==> config.mk <==
export PLATFORM = sky130hd
export DESIGN_NAME = des_req_arbiter
export DESIGN_NICKNAME = d
export VERILOG_FILES = /design/src/rtl/des_req_arbiter.sv
export SDC_FILE = /design/constraint.sdc
export NUM_CORES = 1
export LEC_CHECK = 0
export ABC_CLOCK_PERIOD_IN_PS = 3800
export BUFFER_PORTS_ARGS = -buffer_cell sky130_fd_sc_hd__buf_2
export CAP_MARGIN = 25
export CORE_AREA = 3 3 203 205
export CTS_CLUSTER_DIAMETER = 80
export DETAILED_ROUTE_END_ITERATION = 16
export DIE_AREA = 0 0 206 208
export GPL_TIMING_DRIVEN = 0
export PLACE_DENSITY = 0.44
export SYNTH_ARGS = -nofsm -noshare
export SYNTH_HDL_FRONTEND = slang
export SYNTH_SLANG_ARGS = --single-unit
export TNS_END_PERCENT = 10
==> constraint.sdc <==
create_clock -name clk -period 3.8 [get_ports clk]
set_input_delay 0.19 -clock clk [delete_from_list [all_inputs] [get_ports clk]]
set_output_delay 0.19 -clock clk [all_outputs]
set_load 0.03 [all_outputs]
==> src/rtl/des_req_arbiter.sv <==
// Two-channel round-robin request arbiter in front of one shared DES core.
// One job in flight; core timeout yields an error response.
module des_req_arbiter #(
  parameter int unsigned TIMEOUT = 64
) (
  input  logic        clk,
  input  logic        rst,
  input  logic        req0,
  input  logic [63:0] din0,
  input  logic [63:0] key0,
  output logic        gnt0,
  input  logic        req1,
  input  logic [63:0] din1,
  input  logic [63:0] key1,
  output logic        gnt1,
  output logic        core_start,
  output logic [63:0] core_desIn,
  output logic [63:0] core_keyIn,
  input  logic        core_ready,
  input  logic [63:0] core_desOut,
  output logic        rsp_valid,
  output logic        rsp_id,
  output logic [63:0] rsp_data,
  output logic        rsp_err,
  input  logic        rsp_ready
);

  typedef enum logic [1:0] {
    S_IDLE,
    S_RUN,
    S_RESP,
    S_REL
  } state_t;

  localparam logic [7:0] TO_M1 = 8'(TIMEOUT - 1);

  state_t      state_q, state_d;
  logic        last_q, last_d;
  logic [7:0]  cnt_q, cnt_d;
  logic        gnt0_q, gnt0_d;
  logic        gnt1_q, gnt1_d;
  logic [63:0] din_q, din_d;
  logic [63:0] key_q, key_d;
  logic [63:0] data_q, data_d;
  logic        id_q, id_d;
  logic        err_q, err_d;
  logic        any_req;
  logic        pick;

  // Round-robin pick: on a tie the channel not granted last wins.
  always_comb begin
    any_req = req0 | req1;
    pick    = (req0 & req1) ? ~last_q : req1;
  end

  // Next-state and datapath updates.
  always_comb begin
    state_d = state_q;
    last_d  = last_q;
    cnt_d   = cnt_q;
    gnt0_d  = 1'b0;
    gnt1_d  = 1'b0;
    din_d   = din_q;
    key_d   = key_q;
    data_d  = data_q;
    id_d    = id_q;
    err_d   = err_q;
    unique case (state_q)
      S_IDLE: begin
        if (any_req) begin
          din_d   = pick ? din1 : din0;
          key_d   = pick ? key1 : key0;
          gnt0_d  = ~pick;
          gnt1_d  = pick;
          id_d    = pick;
          last_d  = pick;
          cnt_d   = 8'd0;
          state_d = S_RUN;
        end
      end
      S_RUN: begin
        if (cnt_q != 8'hFF) cnt_d = cnt_q + 8'd1;
        if (core_ready) begin
          data_d  = core_desOut;
          err_d   = 1'b0;
          state_d = S_RESP;
        end else if (cnt_q == TO_M1) begin
          data_d  = 64'h0;
          err_d   = 1'b1;
          state_d = S_RESP;
        end
      end
      S_RESP: begin
        if (rsp_ready) state_d = S_REL;
      end
      S_REL: begin
        if (!core_ready) state_d = S_IDLE;
      end
      default: state_d = S_IDLE;
    endcase
  end

  // State and datapath registers with synchronous reset.
  always_ff @(posedge clk) begin
    if (rst) begin
      state_q <= S_IDLE;
      last_q  <= 1'b1;
      cnt_q   <= 8'd0;
      gnt0_q  <= 1'b0;
      gnt1_q  <= 1'b0;
      din_q   <= 64'h0;
      key_q   <= 64'h0;
      data_q  <= 64'h0;
      id_q    <= 1'b0;
      err_q   <= 1'b0;
    end else begin
      state_q <= state_d;
      last_q  <= last_d;
      cnt_q   <= cnt_d;
      gnt0_q  <= gnt0_d;
      gnt1_q  <= gnt1_d;
      din_q   <= din_d;
      key_q   <= key_d;
      data_q  <= data_d;
      id_q    <= id_d;
      err_q   <= err_d;
    end
  end

  assign gnt0       = gnt0_q;
  assign gnt1       = gnt1_q;
  assign core_start = (state_q == S_RUN);
  assign core_desIn = din_q;
  assign core_keyIn = key_q;
  assign rsp_valid  = (state_q == S_RESP);
  assign rsp_id     = id_q;
  assign rsp_data   = data_q;
  assign rsp_err    = err_q;

endmodule
; ---- After elaboration in Yosys (flattened, before gate mapping)
; Cells that the tools add are included.
[word_totals]
reg_bits = 207
latchBits = 0
ramBits = 0
romBits = 0
input_bits = 326
output_inout_bits = 198
word_cells = 51
mem_count = 0
[classes]
add_sub_neg = 1
n_mul = 0
n_div = 0
order_cmp = 0
eq_ne = 10
shift = 0
muxes = 16
bitwise = 6
n_reduce_logical = 8
[ops]
columns = cell, count
row1 = $mux 64, 4
row2 = $mux 8, 2
row3 = $pmux 8 s2, 1
row4 = $mux 2, 5
row5 = $add 8x1->8 const B, 1
row6 = $eq 8x6->1 const B, 1
row7 = $ne 8x8->1 const B, 1
row8 = $pmux 2 s4, 1
row9 = $eq 2x2->1 const B, 2
row10 = $ne 2x1->1 const B, 2
row11 = $ne 2x2->1 const B, 2
row12 = $not 1->1, 4
row13 = $reduce_and 2->1, 2
row14 = $reduce_and 4->1, 1
row15 = $reduce_bool 2->1, 2
row16 = $mux 1, 3
row17 = $ne 3x1->1 const B, 1
row18 = $reduce_and 3->1, 1
row19 = $reduce_or 3->1, 1
row20 = $eq 2x1->1 const B, 1
row21 = $logic_not 2->1, 1
row22 = $and 1x1->1, 1
row23 = $or 1x1->1, 1

; ---- Longest topological paths before layout
; Gate-level depths: netlist (run 1).
[depth]
word_depth = 4
ltp_mapped = 8

; ---- Worst setup path after synthesis (run 1)
; OpenSTA, ideal clock, no wires.
[synth_timing]
path_kind = register to register
start = reg state_q[1]
end = reg data_q[10] (netlist: rsp_data[10])
setup_ns = 0.060
arrival_time_ns = 1.865
required_ns = 3.740
path_slack_ns = 1.875
path_stages_with_launch = 7
synth_period_minus_slack_ns = 1.925
path_cell_list = dfxtp_1 > inv_1 > ha_1 > inv_2 > nor3_2 > clkbuf_1 > a22o_1
[synth_via]
elab_chain_len = 2
[synth_lines]
columns = element, line_no
row1 = from (decl), 37  ; state_t state_q, state_d;
row2 = from (signal assigned), 117  ; state_q <= state_d;
row3 = $eq 2x1->1, n/a
row4 = via core_start, 16  ; output logic core_start,
row5 = $reduce_and 2->1 (no line), n/a
row6 = to (signal assigned), 124  ; data_q <= data_d;
row7 = to (decl), 44  ; logic [63:0] data_q, data_d;
; The timed path passes the listed nets, and every way through them passes these cells.
; A chain may end at the register's enable or synchronous reset.

; ---- Worst setup path after layout (run 1)
[layout_timing]
start = reg state_q[0]
end = reg key_q[60] (netlist: core_keyIn[60])
[layout_via]
elab_chain_len = 2
[layout_lines]
columns = element, line_no
row1 = $logic_not 2->1, 68  ; unique case (state_q)
row2 = $reduce_and 2->1 (no line), n/a
row3 = to (signal assigned), 123  ; key_q <= key_d;
row4 = to (decl), 43  ; logic [63:0] key_q, key_d;
; No other way between the ends.

==> report_table.html, run 1 <==
<table>
<tr><th>Metric</th><th>Value</th></tr>
<tr><th colspan="2">Pwr</th></tr>
<tr><td>Overall Power</td><td>~9.6 mW</td></tr>
<tr><td>Peak supply drop</td><td>243 uV</td></tr>
<tr><td>Power per unit of standard cell area</td><td>between 700 and 800 nW/um^2</td></tr>
<tr><td>Pleak</td><td>between 6 and 7 nW</td></tr>
<tr><th colspan="2">Yosys</th></tr>
<tr><td>Synth async-reset ratio</td><td>0</td></tr>
<tr><td>Fraction of post-synthesis cell area in the top cell type by area</td><td>0.496</td></tr>
<tr><td>Top cells by area in the synthesized netlist</td><td>dfxtp_1, mux2i_1, a211oi_1</td></tr>
<tr><td>Post-Syn Area per Cell</td><td>between 10 and 15 um^2</td></tr>
<tr><td>Mapped Cells</td><td>807</td></tr>
<tr><td>Share of synthesized area occupied by flip-flops and latches</td><td>0.496</td></tr>
<tr><td>Post-synth top flop</td><td>dfxtp_1</td></tr>
<tr><td>Yosys warning total</td><td>0</td></tr>
<tr><td>Post-synthesis net count</td><td>1139</td></tr>
<tr><td>EDFF count, synth</td><td>0</td></tr>
<tr><td>Yosys cell types</td><td>45</td></tr>
<tr><td>Flip-flop and latch count after synthesis</td><td>207</td></tr>
<tr><td>Cell type contributing the most total cell area after synthesis</td><td>dfxtp_1</td></tr>
<tr><td>Post-synthesis instance area</td><td>8360 um^2</td></tr>
<tr><th colspan="2">CTS</th></tr>
<tr><td>Clk Tree Root Cell</td><td>clkbuf_16</td></tr>
<tr><td>Clk slew on worst S/H paths</td><td>0.06 ns</td></tr>
<tr><td># clock sinks</td><td>207</td></tr>
<tr><td>Post-cts gate resize count</td><td>0</td></tr>
<tr><td>Clock insertion delay at the later pin of the skew report</td><td>approximately 0.52 ns</td></tr>
<tr><td>CTS H-tree depth</td><td>1</td></tr>
<tr><td>Clock tree from TritonCTS</td><td>done</td></tr>
<tr><td>Clock buffer count from CTS</td><td>24</td></tr>
<tr><td>Longest Clk Path Bufs</td><td>3</td></tr>
<tr><th colspan="2">Worst setup path</th></tr>
<tr><td>Count of buffering cells on the critical path with inverters included</td><td>4</td></tr>
<tr><td>Cell with the biggest individual delay on the critical path</td><td>clkbuf_1</td></tr>
<tr><td>Setup Crit Path Kind</td><td>reg2reg</td></tr>
<tr><td>Library cell appearing most often on the critical path</td><td>clkbuf_1</td></tr>
<tr><td>Setup crit start kind</td><td>flop</td></tr>
<tr><td>Arrival time worst endpoint</td><td>2.88 ns</td></tr>
<tr><td>Family of cells with the greatest summed delay on the critical path</td><td>buffers and inverters</td></tr>
<tr><td>Critical path fanouts, max</td><td>10</td></tr>
<tr><td>Longest individual stage delay on the worst path</td><td>0.60 ns</td></tr>
<tr><td>Cell Chain, Critical Path</td><td>inv_1, ha_1, o21a_1, buf_2, clkbuf_1, clkbuf_1, a211oi_1</td></tr>
<tr><td>Category of the worst setup path capture point</td><td>flop</td></tr>
<tr><td>Critical path data required time</td><td>4.17 ns</td></tr>
<tr><th colspan="2">Cells and area</th></tr>
<tr><td>Synth-to-Final Area Change</td><td>58.0%</td></tr>
<tr><td>Share of layout cells above drive strength 1</td><td>0.405</td></tr>
<tr><td>Fillcell total</td><td>4211</td></tr>
<tr><td>End-of-flow core utilization</td><td>0.333</td></tr>
<tr><td>Number of nets in the layout</td><td>1769</td></tr>
<tr><td>Final instance area</td><td>around 13000 um^2</td></tr>
<tr><th colspan="2">Placed design</th></tr>
<tr><td>Final estimated routing congestion in global placement</td><td>a little under 0.8</td></tr>
<tr><td>HPWL after detailed placement</td><td>approximately 28000 um</td></tr>
<tr><td>Count of input and output buffers</td><td>522</td></tr>
<tr><td>Placed cell area</td><td>11600 um^2</td></tr>
<tr><th colspan="2">Route</th></tr>
<tr><td>Total Wirelength</td><td>35900 um</td></tr>
<tr><td>Routed via count divided by cell count</td><td>between 4 and 5</td></tr>
<tr><td>Number of nets with antenna violations after detailed routing</td><td>0</td></tr>
<tr><td>Drt drc</td><td>0</td></tr>
<tr><td>Via count</td><td>approximately 8600</td></tr>
<tr><td>Total iterations of the first detailed-routing run</td><td>4</td></tr>
<tr><td>Number of design-rule violations left by the first detailed-router iteration</td><td>around 300</td></tr>
<tr><td>WL/cell</td><td>18.1 um</td></tr>
<tr><th colspan="2">Run</th></tr>
<tr><td>Max-cap viol count</td><td>0</td></tr>
<tr><th colspan="2">Global routing</th></tr>
<tr><td>Global-route wire length before repair</td><td>slightly above 50000 um</td></tr>
<tr><td>Overflow left after global routing</td><td>0</td></tr>
<tr><td>Number of antenna violations at the first check in global routing</td><td>1</td></tr>
<tr><td>Number of global-route vias before repair</td><td>a little under 9000</td></tr>
<tr><td>Total routing resource utilization after global routing</td><td>0.155</td></tr>
<tr><td>Largest net degree at the start of global routing</td><td>13</td></tr>
<tr><th colspan="2">Floorplan</th></tr>
<tr><td>Overall die area</td><td>42800 um^2</td></tr>
<tr><td>Site Rows</td><td>73</td></tr>
<tr><td>Core area</td><td>39600 um^2</td></tr>
<tr><td>Initial standard-cell utilization of the core</td><td>0.211</td></tr>
<tr><td>Top Ports</td><td>between 500 and 600</td></tr>
<tr><td>Die boundary width</td><td>206 um</td></tr>
<tr><td>Die H</td><td>208 um</td></tr>
<tr><th colspan="2">STA</th></tr>
<tr><td>Setup repair after global routing missed its margin</td><td>no</td></tr>
<tr><td>Final slew viol count</td><td>0</td></tr>
<tr><td>Smallest hold slack</td><td>0.0206 ns</td></tr>
<tr><td>Number of hold violations in the final report</td><td>0</td></tr>
<tr><td>Min Clock Period, post-route</td><td>2.52 ns</td></tr>
<tr><td>Setup Skew</td><td>0.0130 ns</td></tr>
<tr><td>Final total negative setup slack</td><td>0 ns</td></tr>
<tr><td>Final setup vio count</td><td>0</td></tr>
<tr><td>Ratio of final minimum period to clock period</td><td>0.662</td></tr>
<tr><td>Fmax</td><td>0.398 GHz</td></tr>
<tr><td>Measured slew at the worst slew-check pin</td><td>roughly 0.89 ns</td></tr>
<tr><td>Worst slew margin</td><td>0.407</td></tr>
<tr><th colspan="2">Min path</th></tr>
<tr><td>Kind of path behind the tightest hold check</td><td>in2reg</td></tr>
<tr><th colspan="2">Outcome</th></tr>
<tr><td>Status</td><td>complete, no violations</td></tr>
</table>
==> synth_stat cells, types with 2 or more instances <==
library cell / instances
buf_4: 11
nor4_1: 4
nand3_1: 4
mux2i_1: 129
clkbuf_1: 46
a21oi_1: 5
o21ai_0: 3
buf_2: 8
nand2_1: 7
buf_1: 3
a211oi_1: 129
o211a_1: 2
and3_1: 2
nor2_1: 133
dfxtp_1: 207
ha_1: 6
buf_6: 6
o21ai_1: 2
inv_1: 6
o21a_1: 3
a22o_1: 64
and4_1: 2
a311oi_1: 2
a41oi_1: 2
==> routing by layer <==
layer / routed length [um] / global-route usage / vias to the layer above
li1: - / - / 4254
met1: 14700 / 0.183 / 3914
met2: 17400 / 0.277 / 373
met3: 2790 / 0.0343 / 53
met4: 883 / 0.0473 / 0
met5: 0 / 0 / -
==> state kept, by name (all words and copies together) (netlist names) <==
name        count
cnt_q           8
core_desIn     64
core_keyIn     64
gnt0            1
gnt1            1
last_q          1
rsp_data       64
rsp_err         1
rsp_id          1
state_q         2
==> per-stage QoR <==
stage,cells,worst slack [ns]
finish,1977,1.28
global route,1976,1.01
CTS,1976,1.25
detailed placement,1854,1.28
global placement,1854,1.30
floorplan,807,1.88
==> what timing repair did <==
item                      CTS  global route
hold buffers               82             0
hold endpoints to repair   78             0
setup buffers               0             0
==> where the power goes <==
group          switching [mW]  internal [mW]
combinational            2.87           1.27
clock                   0.903           1.34
sequential              0.353           2.82
==> cells in the final DEF (no fill, tap or decap), types with 5 or more instances in the layout <==
master	Yosys	routed
mux2i_1	129	129
clkbuf_16	0	25
clkbuf_1	46	51
buf_6	6	6
nor2_1	133	133
a21oi_1	5	5
buf_4	11	11
ha_1	6	6
dlygate4sd3_1	0	82
inv_1	6	6
buf_2	8	530
dfxtp_1	207	207
a211oi_1	129	129
nand2_1	7	7
a22o_1	64	64
==> worst min-delay path, delay by kind of cell <==
kind | cells | cell delay, ns
AO/OA/AOI/OAI | 1 | 0.08
buffers and inverters | 1 | 0.09
multiplexers | 1 | 0.13
==> logic make-up after synthesis <==
logic type	share of synthesized area
fa+ha+maj	0.00898
buf+inv	0.0479
flops	0.496
mux	0.154
compound gates	0.215
simple gates	0.0785
==> path summary, 6_finish.rpt <==
| check | startpoint | cells after the start | endpoint | slack, ns |
|---|---|---|---|---|
| worst min-delay path | key0[21] | 3 | core_keyIn[21] | 0.02 |
| worst max register to register | state_q[0] | 7 | core_keyIn[60] | 1.28 |
| worst max-delay path | state_q[0] | 7 | core_keyIn[60] | 1.28 |
| worst min register to register | rsp_data[40] | 1 | rsp_data[40] | 0.47 |
==> final cells by class <==
| type | instances | area, um^2 | share of cell area |
|---|---|---|---|
| timing repair buffer | 604 | 3430 | 0.260 |
| buffer | 74 | 374 | 0.0283 |
| clock buffer | 34 | 699 | 0.0529 |
| inverter | 7 | 26.3 | 0.00199 |
| multi-input combinational | 519 | 3820 | 0.289 |
| sequential | 207 | 4140 | 0.314 |
| tap | 525 | 657 | 0.0497 |
| clock inverter | 6 | 57.6 | 0.00436 |
| antenna | 1 | 2.50 | 0.000189 |
Note: power is estimated with default switching activity, not from simulation.
==> inputs of run 2 (changes only) <==
--- a/config.mk
+++ b/config.mk
@@ -5,7 +5,7 @@
 export SDC_FILE = /design/constraint.sdc
 export NUM_CORES = 1
 export LEC_CHECK = 0
-export ABC_CLOCK_PERIOD_IN_PS = 3800
+export ABC_CLOCK_PERIOD_IN_PS = 2590
 export BUFFER_PORTS_ARGS = -buffer_cell sky130_fd_sc_hd__buf_2
 export CAP_MARGIN = 25
 export CORE_AREA = 3 3 203 205
==> constraint.sdc (replaced) <==
create_clock -name clk -period 2.59 [get_ports clk]
set_input_delay 0.1295 -clock clk [delete_from_list [all_inputs] [get_ports clk]]
set_output_delay 0.1295 -clock clk [all_outputs]
set_load 0.03 [all_outputs]
==> run 2 against run 1 <==
Net effect:
- power is 50% higher
- utilization is 3.9 points higher
- first-iteration DRC count is 31% higher
- clock skew is 0.0051 ns lower
- global-route usage is 0.46 points higher
- clock-buffer cell count stayed put
- critical path depth is 2 higher
- sequential power is 47% higher
- via count is 7.4% higher
- critical path type is now in2reg
- critical endpoint is now core_desIn[29]
- largest cell class is now buffers
==> report_table.html, run 2 (same netlist as run 1, synthesis figures left out) <==
<table>
<tr><th>Metric</th><th>Value</th></tr>
<tr><th colspan="2">Worst setup path</th></tr>
<tr><td>Cell with the biggest individual delay on the critical path</td><td>dlygate4sd3_1</td></tr>
<tr><td>Longest individual stage delay on the worst path</td><td>0.58 ns</td></tr>
<tr><td>Cell Chain, Critical Path</td><td>dlygate4sd3_1, buf_2, a21boi_1, buf_2, buf_4, buf_4, mux2i_1, dlygate4sd3_1, a211oi_1</td></tr>
<tr><td>Category of the worst setup path capture point</td><td>flop</td></tr>
<tr><td>Arrival time worst endpoint</td><td>about 2.7 ns</td></tr>
<tr><td>Setup crit start kind</td><td>input port</td></tr>
<tr><td>Critical path fanouts, max</td><td>10</td></tr>
<tr><td>Critical path data required time</td><td>2.96 ns</td></tr>
<tr><td>Setup Crit Path Kind</td><td>in2reg</td></tr>
<tr><th colspan="2">Route</th></tr>
<tr><td>Number of design-rule violations left by the first detailed-router iteration</td><td>between 300 and 400</td></tr>
<tr><td>Total Wirelength</td><td>36700 um</td></tr>
<tr><td>Via count</td><td>approximately 9000</td></tr>
<tr><td>Drt drc</td><td>0</td></tr>
<tr><td>WL/cell</td><td>17.2 um</td></tr>
<tr><td>Routed via count divided by cell count</td><td>4.33</td></tr>
<tr><td>Total iterations of the first detailed-routing run</td><td>4</td></tr>
<tr><td>Number of nets with antenna violations after detailed routing</td><td>0</td></tr>
<tr><th colspan="2">CTS</th></tr>
<tr><td>Clock buffer count from CTS</td><td>24</td></tr>
<tr><td>Post-CTS Setup Bufs</td><td>0</td></tr>
<tr><td>Longest Clk Path Bufs</td><td>3</td></tr>
<tr><td>CTS H-tree depth</td><td>1</td></tr>
<tr><td>Clock insertion delay at the later pin of the skew report</td><td>0.52 ns</td></tr>
<tr><td>Clk Tree Root Cell</td><td>clkbuf_16</td></tr>
<tr><td>Clk slew on worst S/H paths</td><td>0.06 ns</td></tr>
<tr><td># clock sinks</td><td>207</td></tr>
<tr><td>Clock tree from TritonCTS</td><td>done</td></tr>
<tr><th colspan="2">Global routing</th></tr>
<tr><td>Global-route wire length before repair</td><td>53900 um</td></tr>
<tr><td>Largest net degree at the start of global routing</td><td>13</td></tr>
<tr><td>Number of antenna violations at the first check in global routing</td><td>1</td></tr>
<tr><td>Overflow left after global routing</td><td>0</td></tr>
<tr><td>Number of global-route vias before repair</td><td>9484</td></tr>
<tr><td>Total routing resource utilization after global routing</td><td>0.159</td></tr>
<tr><th colspan="2">Cells and area</th></tr>
<tr><td>Count of non-filler cells in the finished layout</td><td>2131</td></tr>
<tr><td>Number of nets in the layout</td><td>1923</td></tr>
<tr><td>Most frequent cells in the layout</td><td>buf_2, dlygate4sd3_1, dfxtp_1, nor2_1</td></tr>
<tr><td>Fillcell total</td><td>4069</td></tr>
<tr><td>Share of layout cells above drive strength 1</td><td>0.369</td></tr>
<tr><td>End-of-flow core utilization</td><td>0.372</td></tr>
<tr><td>Leading cell type in the layout, fill and taps excluded</td><td>buf_2</td></tr>
<tr><td>Synth-to-Final Area Change</td><td>76.5%</td></tr>
<tr><th colspan="2">STA</th></tr>
<tr><td>Fmax</td><td>between 0.4 and 0.5 GHz</td></tr>
<tr><td>Final setup vio count</td><td>0</td></tr>
<tr><td>Min Clock Period, post-route</td><td>2.37 ns</td></tr>
<tr><td>Setup Skew</td><td>0.00789 ns</td></tr>
<tr><td>Smallest hold slack</td><td>a little under 0.02 ns</td></tr>
<tr><td>Final total negative setup slack</td><td>0 ns</td></tr>
<tr><td>Measured slew at the worst slew-check pin</td><td>0.943 ns</td></tr>
<tr><td>Number of hold violations in the final report</td><td>0</td></tr>
<tr><td>Ratio of final minimum period to clock period</td><td>0.917</td></tr>
<tr><td>Setup repair after global routing missed its margin</td><td>yes</td></tr>
<tr><td>Final slew viol count</td><td>0</td></tr>
<tr><td>Worst slew margin</td><td>0.372</td></tr>
<tr><th colspan="2">Placed design</th></tr>
<tr><td>Count of input and output buffers</td><td>approximately 520</td></tr>
<tr><td>HPWL after detailed placement</td><td>28000 um</td></tr>
<tr><td>Final estimated routing congestion in global placement</td><td>0.776</td></tr>
<tr><td>Placed cell count</td><td>1854</td></tr>
<tr><th colspan="2">Pwr</th></tr>
<tr><td>Pleak</td><td>6.89 nW</td></tr>
<tr><td>Combinational fraction of design power</td><td>0.445</td></tr>
<tr><td>Clk network pwr share</td><td>0.230</td></tr>
<tr><td>Relative contribution of sequential cells to total power</td><td>0.325</td></tr>
<tr><td>Fraction of power spent switching nets</td><td>0.426</td></tr>
<tr><td>Psw</td><td>6.10 mW</td></tr>
<tr><td>Power per unit of standard cell area</td><td>970 nW/um^2</td></tr>
<tr><td>Internal power component</td><td>~8.2 mW</td></tr>
<tr><td>Peak supply drop</td><td>358 uV</td></tr>
<tr><th colspan="2">Floorplan</th></tr>
<tr><td>Top Ports</td><td>524</td></tr>
<tr><td>Initial standard-cell utilization of the core</td><td>0.211</td></tr>
<tr><td>Site Rows</td><td>73</td></tr>
<tr><td>Die H</td><td>208 um</td></tr>
<tr><td>Core area</td><td>between 30000 and 40000 um^2</td></tr>
<tr><td>Overall die area</td><td>~43000 um^2</td></tr>
<tr><td>Die boundary width</td><td>roughly 210 um</td></tr>
<tr><th colspan="2">Outcome</th></tr>
<tr><td>Status</td><td>complete, no violations</td></tr>
<tr><th colspan="2">Min path</th></tr>
<tr><td>Kind of path behind the tightest hold check</td><td>in2reg</td></tr>
<tr><th colspan="2">Run</th></tr>
<tr><td>Max-cap viol count</td><td>0</td></tr>
</table>
## run 2: cell types whose count changed in the layout (fill, tap and decap cells not counted), sizes merged
| cell | change |
|---|---|
| clkbuf | +2 |
| buf | -2 |
| dlygate4sd3 | +154 |
## run 2: per-layer routing
| metal | part of all wire | GRT usage | vias to the layer above | wire length (um) |
|---|---|---|---|---|
| met3 | 0.071 | 0.0325 | 50 | 2610 |
| met1 | 0.41 | 0.187 | 4224 | 15100 |
| li1 | - | - | 4566 | - |
| met2 | 0.49 | 0.288 | 386 | 18100 |
| met5 | 0 | 0 | - | 0 |
| met4 | 0.026 | 0.0499 | 0 | 954 |
## run 2: metrics by stage
| step | total power [mW] | setup slack, ns | instance area (um^2) |
|---|---|---|---|
| 4_1_cts | 14.5 | 0.0404 | 14800 |
| 6_report | 14.3 | 0.216 | 14800 |
| 5_1_grt | 15.1 | -0.0680 | 14800 |
| 3_5_place_dp | 10.8 | 0.0659 | 11600 |
| 2_1_floorplan | 8.54 | 0.665 | 8360 |
| 3_3_place_gp | 10.7 | 0.0892 | 11600 |
## run 2: worst paths after layout
check / start / endpoint / slack (ns) / cells past startpoint
max: req1 / core_desIn[29] / 0.22 / 9
min: din1[21] / core_desIn[21] / 0.02 / 3
max reg2reg: last_q / core_desIn[29] / 0.25 / 7
min reg2reg: rsp_data[40] / rsp_data[40] / 0.47 / 1
## run 2: worst max-delay path: cells and delay by family
kind	cells	cell delay (ns)
multiplexers	1	0.24
buffers and inverters	6	2.13
AO/OA/AOI/OAI	2	0.22
## run 2: power by group through the flow
stage	Combinational [mW]	Sequential [mW]	Clock, mW
final	6.37	4.65	3.29
after global routing	6.85	4.77	3.53
after CTS	6.43	4.66	3.40
after detailed placement	6.04	4.71	0
after global placement	6.04	4.69	0
after floorplan	2.06	6.48	0
## run 2: area by class of cell
class,instances,area [um^2],share of cell area
Antenna cell,1,2.50,0.000170
Clock buffer,34,699,0.0474
Sequential cell,207,4140,0.281
Timing Repair Buffer,758,4970,0.337
Clock inverter,6,57.6,0.00390
Buffer,74,380,0.0258
Multi-Input combinational cell,519,3820,0.259
Inverter,7,26.3,0.00178
Tap cell,525,657,0.0445
## run 2: what timing repair did
| item | 4_1_cts | 5_1_grt |
|---|---|---|
| resized for setup | 0 | 8 |
| hold buffers | 236 | 0 |
| endpoints found under the setup margin | 0 | 120 |
| endpoints found under the hold margin | 156 | 0 |
